--- src/rtl/elevator_sched_pkg.sv ---
// Shared types and default sizing for the elevator call scheduler.
package elevator_sched_pkg;

    localparam int unsigned DEF_NUM_FLOORS = 10;
    localparam int unsigned DEF_FLOOR_W    = 4;

    typedef enum logic [2:0] {
        IDLE,
        SELECT,
        DISPATCH,
        TRAVEL,
        DWELL,
        HALT
    } state_e;

endpackage

--- src/rtl/elevator_look_select.sv ---
// LOOK pick: nearest pending floor ahead in the sweep direction, else nearest behind (reversing).
module elevator_look_select
    import elevator_sched_pkg::*;
#(
    parameter int unsigned NUM_FLOORS = DEF_NUM_FLOORS,
    parameter int unsigned FLOOR_W    = DEF_FLOOR_W
) (
    input  logic [NUM_FLOORS-1:0] pending,
    input  logic [FLOOR_W-1:0]    pos_floor,
    input  logic                  dir_up,
    output logic                  found,
    output logic [FLOOR_W-1:0]    floor,
    output logic                  dir_up_next,
    output logic                  here
);

    logic               w_up_found;
    logic               w_dn_found;
    logic [FLOOR_W-1:0] w_up_floor;
    logic [FLOOR_W-1:0] w_dn_floor;

    // Downward scan leaves the lowest floor above; upward scan leaves the highest floor below.
    always_comb begin
        w_up_found = 1'b0;
        w_up_floor = '0;
        w_dn_found = 1'b0;
        w_dn_floor = '0;
        for (int i = int'(NUM_FLOORS) - 1; i >= 0; i--) begin
            if (pending[i] && (FLOOR_W'(i) > pos_floor)) begin
                w_up_found = 1'b1;
                w_up_floor = FLOOR_W'(i);
            end
        end
        for (int i = 0; i < int'(NUM_FLOORS); i++) begin
            if (pending[i] && (FLOOR_W'(i) < pos_floor)) begin
                w_dn_found = 1'b1;
                w_dn_floor = FLOOR_W'(i);
            end
        end
    end

    always_comb begin
        found       = 1'b0;
        floor       = '0;
        dir_up_next = dir_up;
        here        = |(pending & (NUM_FLOORS'(1) << pos_floor));
        if (dir_up) begin
            if (w_up_found) begin
                found = 1'b1;
                floor = w_up_floor;
            end else if (w_dn_found) begin
                found       = 1'b1;
                floor       = w_dn_floor;
                dir_up_next = 1'b0;
            end
        end else begin
            if (w_dn_found) begin
                found = 1'b1;
                floor = w_dn_floor;
            end else if (w_up_found) begin
                found       = 1'b1;
                floor       = w_up_floor;
                dir_up_next = 1'b1;
            end
        end
    end

endmodule

--- src/rtl/elevator_call_scheduler.sv ---
// Call capture, LOOK target sequencing and door dwell timing for one car.
// Optional PEAK_PARK_EN adds park_en: an idle car away from floor 0 returns there with doors shut.
module elevator_call_scheduler
    import elevator_sched_pkg::*;
#(
    parameter int unsigned NUM_FLOORS   = DEF_NUM_FLOORS,
    parameter int unsigned FLOOR_W      = DEF_FLOOR_W,
    parameter int unsigned DWELL_CYCLES = 8
) (
    input  logic                  clk,
    input  logic                  reset,
    input  logic [NUM_FLOORS-1:0] car_req,
    input  logic [NUM_FLOORS-1:0] hall_up_req,
    input  logic [NUM_FLOORS-1:0] hall_dn_req,
    input  logic [FLOOR_W-1:0]    pos_floor,
    input  logic                  emer_stop,
    input  logic                  arrive,
`ifdef PEAK_PARK_EN
    input  logic                  park_en,
`endif
    output logic                  target_valid,
    output logic [FLOOR_W-1:0]    target_floor,
    input  logic                  target_ready,
    output logic                  door_open,
    output logic                  dir_up,
    output logic [NUM_FLOORS-1:0] pending,
    output logic                  busy
);

    localparam int unsigned CNT_W = (DWELL_CYCLES > 1) ? $clog2(DWELL_CYCLES) : 1;
    localparam logic [CNT_W-1:0] CNT_LOAD = CNT_W'(DWELL_CYCLES - 1);

    state_e                r_state, w_state_nxt;
    logic [NUM_FLOORS-1:0] r_car, r_up, r_dn;
    logic [NUM_FLOORS-1:0] w_pending, w_pos_mask;
    logic [NUM_FLOORS-1:0] w_clr_car, w_clr_up, w_clr_dn;
    logic                  r_dir_up, w_dir_nxt;
    logic [FLOOR_W-1:0]    r_tgt, w_tgt_nxt;
    logic [CNT_W-1:0]      r_cnt, w_cnt_nxt;
    logic                  r_park, w_park_nxt;
    logic                  r_tv, r_door, r_busy;
    logic                  w_found, w_look_dir, w_here, w_ahead, w_clr_en, w_press_here;
    logic [FLOOR_W-1:0]    w_floor;

    assign w_pending    = r_car | r_up | r_dn;
    assign w_pos_mask   = NUM_FLOORS'(1) << pos_floor;
    assign w_press_here = |((car_req | hall_up_req | hall_dn_req) & w_pos_mask);

    elevator_look_select #(
        .NUM_FLOORS (NUM_FLOORS),
        .FLOOR_W    (FLOOR_W)
    ) u_look (
        .pending     (w_pending),
        .pos_floor   (pos_floor),
        .dir_up      (r_dir_up),
        .found       (w_found),
        .floor       (w_floor),
        .dir_up_next (w_look_dir),
        .here        (w_here)
    );

    // A call lies ahead exactly when LOOK finds one without reversing.
    assign w_ahead   = w_found && (w_look_dir == r_dir_up);
    assign w_clr_en  = (w_state_nxt == DWELL);
    assign w_clr_car = w_clr_en ? w_pos_mask : '0;
    assign w_clr_up  = (w_clr_en && (r_dir_up || !w_ahead)) ? w_pos_mask : '0;
    assign w_clr_dn  = (w_clr_en && (!r_dir_up || !w_ahead)) ? w_pos_mask : '0;

    always_comb begin
        w_state_nxt = r_state;
        w_dir_nxt   = r_dir_up;
        w_tgt_nxt   = r_tgt;
        w_cnt_nxt   = r_cnt;
        w_park_nxt  = r_park;
        if (emer_stop) begin
            w_state_nxt = HALT;
            w_park_nxt  = 1'b0;
        end else begin
            case (r_state)
                IDLE: begin
                    if (w_here) begin
                        w_state_nxt = DWELL;
                        w_cnt_nxt   = CNT_LOAD;
                    end else if (|w_pending) begin
                        w_state_nxt = SELECT;
                    end
`ifdef PEAK_PARK_EN
                    else if (park_en && (pos_floor != '0)) begin
                        w_state_nxt = DISPATCH;
                        w_tgt_nxt   = '0;
                        w_park_nxt  = 1'b1;
                    end
`endif
                end
                SELECT: begin
                    if (w_here) begin
                        w_state_nxt = DWELL;
                        w_cnt_nxt   = CNT_LOAD;
                    end else if (w_found) begin
                        w_state_nxt = DISPATCH;
                        w_tgt_nxt   = w_floor;
                        w_dir_nxt   = w_look_dir;
                        w_park_nxt  = 1'b0;
                    end else begin
                        w_state_nxt = IDLE;
                    end
                end
                DISPATCH: begin
                    if (target_ready) w_state_nxt = TRAVEL;
                end
                TRAVEL: begin
                    if (arrive) begin
                        w_park_nxt = 1'b0;
                        if (r_park) begin
                            w_state_nxt = IDLE;
                        end else begin
                            w_state_nxt = DWELL;
                            w_cnt_nxt   = CNT_LOAD;
                        end
                    end
                end
                DWELL: begin
                    if (w_press_here) begin
                        w_cnt_nxt = CNT_LOAD;
                    end else if (r_cnt == '0) begin
                        w_state_nxt = (|w_pending) ? SELECT : IDLE;
                    end else begin
                        w_cnt_nxt = r_cnt - CNT_W'(1);
                    end
                end
                HALT:    w_state_nxt = SELECT;
                default: w_state_nxt = IDLE;
            endcase
        end
    end

    always_ff @(posedge clk or posedge reset) begin
        if (reset) begin
            r_state  <= IDLE;
            r_car    <= '0;
            r_up     <= '0;
            r_dn     <= '0;
            r_dir_up <= 1'b1;
            r_tgt    <= '0;
            r_cnt    <= '0;
            r_park   <= 1'b0;
            r_tv     <= 1'b0;
            r_door   <= 1'b0;
            r_busy   <= 1'b0;
        end else begin
            r_state  <= w_state_nxt;
            r_car    <= (r_car | car_req) & ~w_clr_car;
            r_up     <= (r_up | hall_up_req) & ~w_clr_up;
            r_dn     <= (r_dn | hall_dn_req) & ~w_clr_dn;
            r_dir_up <= w_dir_nxt;
            r_tgt    <= w_tgt_nxt;
            r_cnt    <= w_cnt_nxt;
            r_park   <= w_park_nxt;
            r_tv     <= (w_state_nxt == DISPATCH);
            r_door   <= (w_state_nxt == DWELL) || (w_state_nxt == HALT);
            r_busy   <= (w_state_nxt != IDLE);
        end
    end

    assign target_valid = r_tv;
    assign target_floor = r_tgt;
    assign door_open    = r_door;
    assign dir_up       = r_dir_up;
    assign pending      = w_pending;
    assign busy         = r_busy;

endmodule
--- config.mk ---
export PLATFORM = sky130hd
export DESIGN_NAME = elevator_call_scheduler
export DESIGN_NICKNAME = d
export VERILOG_FILES = /design/src/rtl/elevator_sched_pkg.sv /design/src/rtl/elevator_look_select.sv /design/src/rtl/elevator_call_scheduler.sv
export SDC_FILE = /design/constraint.sdc
export NUM_CORES = 1
export LEC_CHECK = 0
export CAP_MARGIN = 20
export CORE_UTILIZATION = 52
export DETAILED_ROUTE_END_ITERATION = 12
export MAX_ROUTING_LAYER = met4
export PLACE_DENSITY = 0.83
export REMOVE_ABC_BUFFERS = 1
export SLEW_MARGIN = 0
export SYNTH_ARGS = -nofsm -noshare
export SYNTH_HDL_FRONTEND = slang
export SYNTH_HIERARCHICAL = 1
export SYNTH_SLANG_ARGS = --single-unit
--- constraint.sdc ---
create_clock -name clk -period 2.9 [get_ports clk]
set_input_delay 0.87 -clock clk [delete_from_list [all_inputs] [get_ports clk]]
set_output_delay 0.87 -clock clk [all_outputs]
set_load 0.005 [all_outputs]
Word-level counts from Yosys, hierarchy flattened. Cells that the tools add are included.

Latch bits: 0. Output and inout port bits: 18. Bits of input ports: 39. Flip-flop bits (word level): 45. Bits in read-only memories: 0. Logic and storage cells: 185. Memory bits (writable): 0. Memories kept: 0.

$lt $le $gt $ge: 20. Muxes and demuxes: 79. Bitwise operators: 17. Divide/modulo/power cells: 0. Shift operators: 1. $add $sub $neg: 1. Equality and inequality tests: 16. Reduce and logical (&&, ||, !) cells: 40. Multipliers: 0.

Operators with widths (number): $or A10 B10 Y10 (7); $mux W4 (17); $mux W3 (18); $and A10 B10 Y10 (5); $mux W1 (35); $mux W10 (3); $not A10 Y10 (3); $reduce_or A10 Y1 (3); $logic_and A1 B1 Y1 (23); $pmux W3 S6 (1); $gt A3 B4 Y1 const A (4); $lt A3 B4 Y1 const A (4); $eq A3 B3 Y1 const B (4); $ne A3 B3 Y1 const B (4); $shl A1 B4 Y10 const A (1); $eq A3 B2 Y1 const B (3); $pmux W3 S3 (1); $reduce_bool A3 Y1 (3); $gt A1 B4 Y1 const A (2); $gt A2 B4 Y1 const A (2); $gt A4 B4 Y1 const A (2); $lt A1 B4 Y1 const A (2); $lt A2 B4 Y1 const A (2); $lt A4 B4 Y1 const A (2); other kinds (14) (23).

Depth between registers and ports, before layout.
Word-level depth: 25. Depth in mapped cells: 13. Gate-level depth less buffers: 12.

Hierarchy. The synthesis kept the hierarchy.

Modules (own cells, without submodules): elevator_call_scheduler (instances 1, cells each 183, area each 2100.8 sq um, seq. area each 1102.3 sq um); elevator_look_select (instances 1, cells each 112, area each 742.0 sq um, seq. area each 0.0 sq um).

Least setup slack after synthesis. Ideal clock, no wire load.

Path kind: input port to flip-flop. Start point: input port pos_floor[0]. End point: register r_cnt[1]. Slack: -0.020 ns. Data required time: 2.776 ns. Cell stages on the path: 13. Path buffers: 2. Arrival time: 2.796 ns. Library setup time: 0.124 ns. Cell sequence: buf_6 > buf_6 > mux2_2 > a22oi_1 > nor2_1 > a31oi_1 > o21ai_0 > nand2b_1 > a21o_1 > a21oi_1 > nor2b_1 > nor2_1 > a211o_1.

Longest elaborated chain between the ends: 5. Elaborated cells between the ends (all ways): 10. Those cells by class: 2 x eq/ne; 1 x shift; 2 x mux; 2 x bitwise; 3 x reduce/logical.

Ends and longest elaborated chain: start, declared (RTL line elevator_call_scheduler.sv:15) `input logic [FLOOR_W-1:0] pos_floor,`; $shl A1 B4 Y10 (RTL line elevator_look_select.sv:46) `here = |(pending & (NUM_FLOORS'(1) << pos_floor));`; $and A10 B10 Y10 (RTL line elevator_look_select.sv:46); $reduce_or A10 Y1 (RTL line elevator_look_select.sv:46); via w_here (RTL line elevator_call_scheduler.sv:42) `logic w_found, w_look_dir, w_here, w_ahead, w_clr_en, w_press_here;`; $ne A2 B1 Y1 (no line); $reduce_and A6 Y1 (no line); end signal, assigned (RTL line elevator_call_scheduler.sv:157) `r_cnt <= w_cnt_nxt;`; end, declared (RTL line elevator_call_scheduler.sv:39) `logic [CNT_W-1:0] r_cnt, w_cnt_nxt;`.

The timed path passes the listed nets, and every way through them passes these cells. A chain may end at the register's enable or synchronous reset.

Worst setup path after layout.
Start point: input port pos_floor[0]. End point: register r_dn[4].

Elaborated cells between the ends (all ways): 89. Those cells by class: 20 x order compare; 2 x eq/ne; 1 x shift; 36 x mux; 4 x bitwise; 26 x reduce/logical.

RTL lines: $shl A1 B4 Y10 (*) (RTL line elevator_look_select.sv:46); $and A10 B10 Y10 (*) (RTL line elevator_look_select.sv:46); $reduce_or A10 Y1 (*) (RTL line elevator_look_select.sv:46); via w_here (RTL line elevator_call_scheduler.sv:42); $mux W3 (on tied branches) (RTL line elevator_call_scheduler.sv:96, elevator_call_scheduler.sv:81); $pmux W3 S6 (*) (RTL line elevator_call_scheduler.sv:79) `case (r_state)`; $mux W3 (*) (RTL line elevator_call_scheduler.sv:75) `if (emer_stop) begin`; $eq A3 B3 Y1 (*) (RTL line elevator_call_scheduler.sv:64) `assign w_clr_en = (w_state_nxt == DWELL);`; $logic_and A1 B1 Y1 (*) (RTL line elevator_call_scheduler.sv:67) `assign w_clr_dn = (w_clr_en && (!r_dir_up || !w_ahead)) ? w_pos_mask : '0;`; $mux W10 (*) (RTL line elevator_call_scheduler.sv:67); $not A10 Y10 (*) (RTL line elevator_call_scheduler.sv:154) `r_dn <= (r_dn | hall_dn_req) & ~w_clr_dn;`; $and A10 B10 Y10 (*) (RTL line elevator_call_scheduler.sv:154); end signal, assigned (RTL line elevator_call_scheduler.sv:154); end, declared (RTL line elevator_call_scheduler.sv:34) `logic [NUM_FLOORS-1:0] r_car, r_up, r_dn;`.

Mark *: on every way through the listed nets, which the timed path passes. The rest lies on a longest branch.

==> summary.md <==
| Metric | Value |
|---|---|
| Setup-failing EPs final | 28 |
| Layout area overhead | 52.5% |
| GRT overflow | 0 |
| CTS Hold Bufs | 0 |
| Antenna-violating nets left | 0 |
| Slew of the pin with the lowest slew margin | ~0.57 ns |
| H-tree levels | 2 |
| Most common flop cell mapped by yosys | dfrtp_1 |
| Gate Count Post-Synth | between 200 and 300 |
| Largest family of logic cells by synthesized area | compound AO/OA/AOI/OAI gates |
| Clk root buf | clkbuf_8 |
| Maximum number of pins on one net before global-route repair | 45 |
| Initial DRT Pass Iterations | 6 |
| Final TNS setup | -1.12 ns |
| Initial antenna violation count | 0 |
| Commonest non-fill, non-tap cell in the layout | buf_4 |
| Critical Path RT | 3.09 ns |
| Critical-path cell list | clkbuf_2 > buf_6 > buf_4 > mux2_2 > a22oi_2 > a21oi_1 > nand2_1 > o21ai_2 > buf_4 > nor4_4 > a211oi_2 > buf_4 > o211ai_4 > clkbuf_16 > o22a_1 |
| Crit path max fanout | 5 |
| I/O pin count | 57 |
| Crit path DAT | 3.18 ns |
| Pwr Total | 1.76 mW |
| Clock sinks | 44 |
| Pins Over Slew Limit | 0 |
| Cts bufs inserted | 5 |
| CP Capture Type | register |
| Clock Path Buffers | 2 |
| CP Launch Type | primary input |
| Netlist Area Pre-Place | 2840 um^2 |
| HPWL after DPL | 6.49 mm |
| Hold crit path type | register to register |
| Critical path's largest stage delay | around 0.26 ns |
| Final critical-path share of the clock period | 103% |
| Relative slew slack | 62.3% |
| Final Hold Fails | 0 |
| Gr usage total | 33.1% |
| Status | complete, but fails checks |
| Final Non-Filler Cells | approximately 500 |
| Drt via density | 6.77 |
| Failing checks | negative setup slack |
| Row count | 26 |
| EDFF count, synth | 0 |
| CTS tree | done |
| ANT cells | 0 |
| Die ar. | a little under 6000 um^2 |
| PD cells | 407 nW/um^2 |
| Initial core utilization | 55.0% |
| Synth Area per Inst | 9.64 um^2 |
| Max Cap Violations | 0 |
| Fill cells | 286 |
| Seq/Total Area, Yosys | 38.8% |
| Die X | 75.9 um |
| Via count | 3401 |
| Multi-input combinational cell area | 1790 um^2 |
| Layout cells sized above 1 | 32.2% |
| Most frequent cells in the layout | buf_4 (73), clkdlybuf4s50_1 (52), dfrtp_1 (43), o22a_1 (31), nor2_1 (20) |
| Asr flop ratio synth | 100% |
| NumNets Final | between 400 and 500 |
| Leak | ~1.6 nW |
| Netlist cell types | between 60 and 70 |
| Period minus WS final | roughly 3 ns |
| Worst IR Drop VDD | about 0.40 mV |
| R2r setup slk | -0.07 ns |
| Die height | approximately 76 um |
| Register area | 1100 um^2 |
| Routed wire length | 10.8 mm |
| XOR/XNOR share of the synthesized area | 0.308% |
| Number of global-route vias before repair | 3046 |
| Compound-cell area share of the yosys netlist | 29.0% |
| Crit path buf inv count | 6 |
| Setup ws final | -0.0945 ns |
| Top Family by Delay on Critical Path | buffers and inverters |
| Post-Synth Adder-Cell Area | 1.28% |
| GP Congestion | 0.952 |
| Setup Skew | 0.0113 ns |
| Most used cell along the critical path | buf_4 |
| Clk_lat worst skew | around 0.30 ns |
| Reg clk slew, reported paths | roughly 0.09 ns |
| Ys Warns | 6 |
| Peak Freq | 0.334 GHz |
| Core Footprint | a little over 5000 um^2 |
| Critical path class | primary input to register |
| CP max stage cell | a211oi_2 |
| Residual DRC | 0 |
| Simple-gate share of the synthesized area | 23.1% |
| First-pass GRT wire length | 14.8 mm |
| Mux cell area share after synthesis | 3.57% |
| Initial drt markers | 406 |
| Placed cells | 479 |
| Final Util | 83.8% |
| Register bit count reported by yosys | 44 |
| Quantity of I/O buffers inserted on ports | 56 |
| Wire per inst | between 20 and 25 um |
registers in the layout (all words and copies together) (netlist names):
register / count
r_dn: 10
busy: 1
r_up: 10
r_car: 10
r_state: 3
r_cnt: 3
target_valid: 1
door_open: 1
target_floor: 4
dir_up: 1
synth_stat cells (6+ instances only):
library cell,n,area share (%)
inv_1,9,1.2
a21oi_1,13,2.3
nand2_1,17,2.2
o21ai_0,9,1.6
nor2b_1,6,1.3
nand2b_1,12,2.6
or3_1,12,2.6
nor3_1,9,1.6
nand3_1,7,1.2
dfrtp_1,43,38
nor2_1,21,2.8
mux2_2,9,3.6
o22a_1,31,9.6
o22ai_1,8,1.8
worst paths after layout:
| kind | depth (start not counted) | to | start |
|---|---|---|---|
| setup / recovery | 15 | r_dn[4] | pos_floor[0] |
| hold / removal | 1 | r_up[1] | r_up[1] |
| setup reg to reg | 9 | r_dn[4] | r_car[4] |
| hold reg to reg | 1 | r_up[1] | r_up[1] |
| max in group asynchronous | 3 | r_up[3] | reset |
| min in group asynchronous | 3 | door_open | reset |
area by class of cell:
| cell class | instances | area share, % |
|---|---|---|
| clock inverter | 1 | 0.173 |
| inverter | 9 | 0.779 |
| sequential | 44 | 25.4 |
| tap | 70 | 2.02 |
| timing repair buffer | 140 | 28.4 |
| multi-input combinational | 231 | 41.2 |
| clock buffer | 7 | 1.99 |
per-stage QoR:
step	instance area (um^2)	hold slack, ns	worst slack, ns
2_1_floorplan	2760	0.463	0.227
3_3_place_gp	3950	0.473	-0.611
3_5_place_dp	3950	0.482	-0.679
4_1_cts	4120	0.500	0.00561
5_1_grt	4340	0.518	-0.124
6_report	4340	0.497	-0.0945
repair_timing:
| item | in CTS | in global routing |
|---|---|---|
| pin swaps | 6 | 12 |
| setup buffers | 1 | 10 |
| endpoints found under the setup margin | 41 | 39 |
| cloned | 1 | 3 |
| gates resized for setup | 21 | 30 |
cell families (layout without fill, tap and decap cells):
group	after synthesis	in the layout
AOI/OAI and AO/OA	105	106
xor gates and xnor gates	1	1
adders and majority gates	3	3
buffers and inverters	21	157
DFF	44	44
muxes	9	9
and+or+nand+nor	112	112
metal layers:
layer / part of all wire [%] / GRT usage [%] / vias up
li1: - / - / 1420
met1: 36 / 40.2 / 1624
met2: 49 / 55.3 / 280
met3: 9.5 / 5.18 / 77
met4: 5.2 / 13.7 / 0
met5: 0 / - / -
power by group:
part	switching [mW]	total (mW)	internal (mW)	leakage, nW
Combinational	0.290	0.622	0.332	1.17
Clock	0.218	0.412	0.194	0.0445
Sequential	0.0539	0.731	0.677	0.424
No activity file was read; power rests on OpenSTA's default activity.
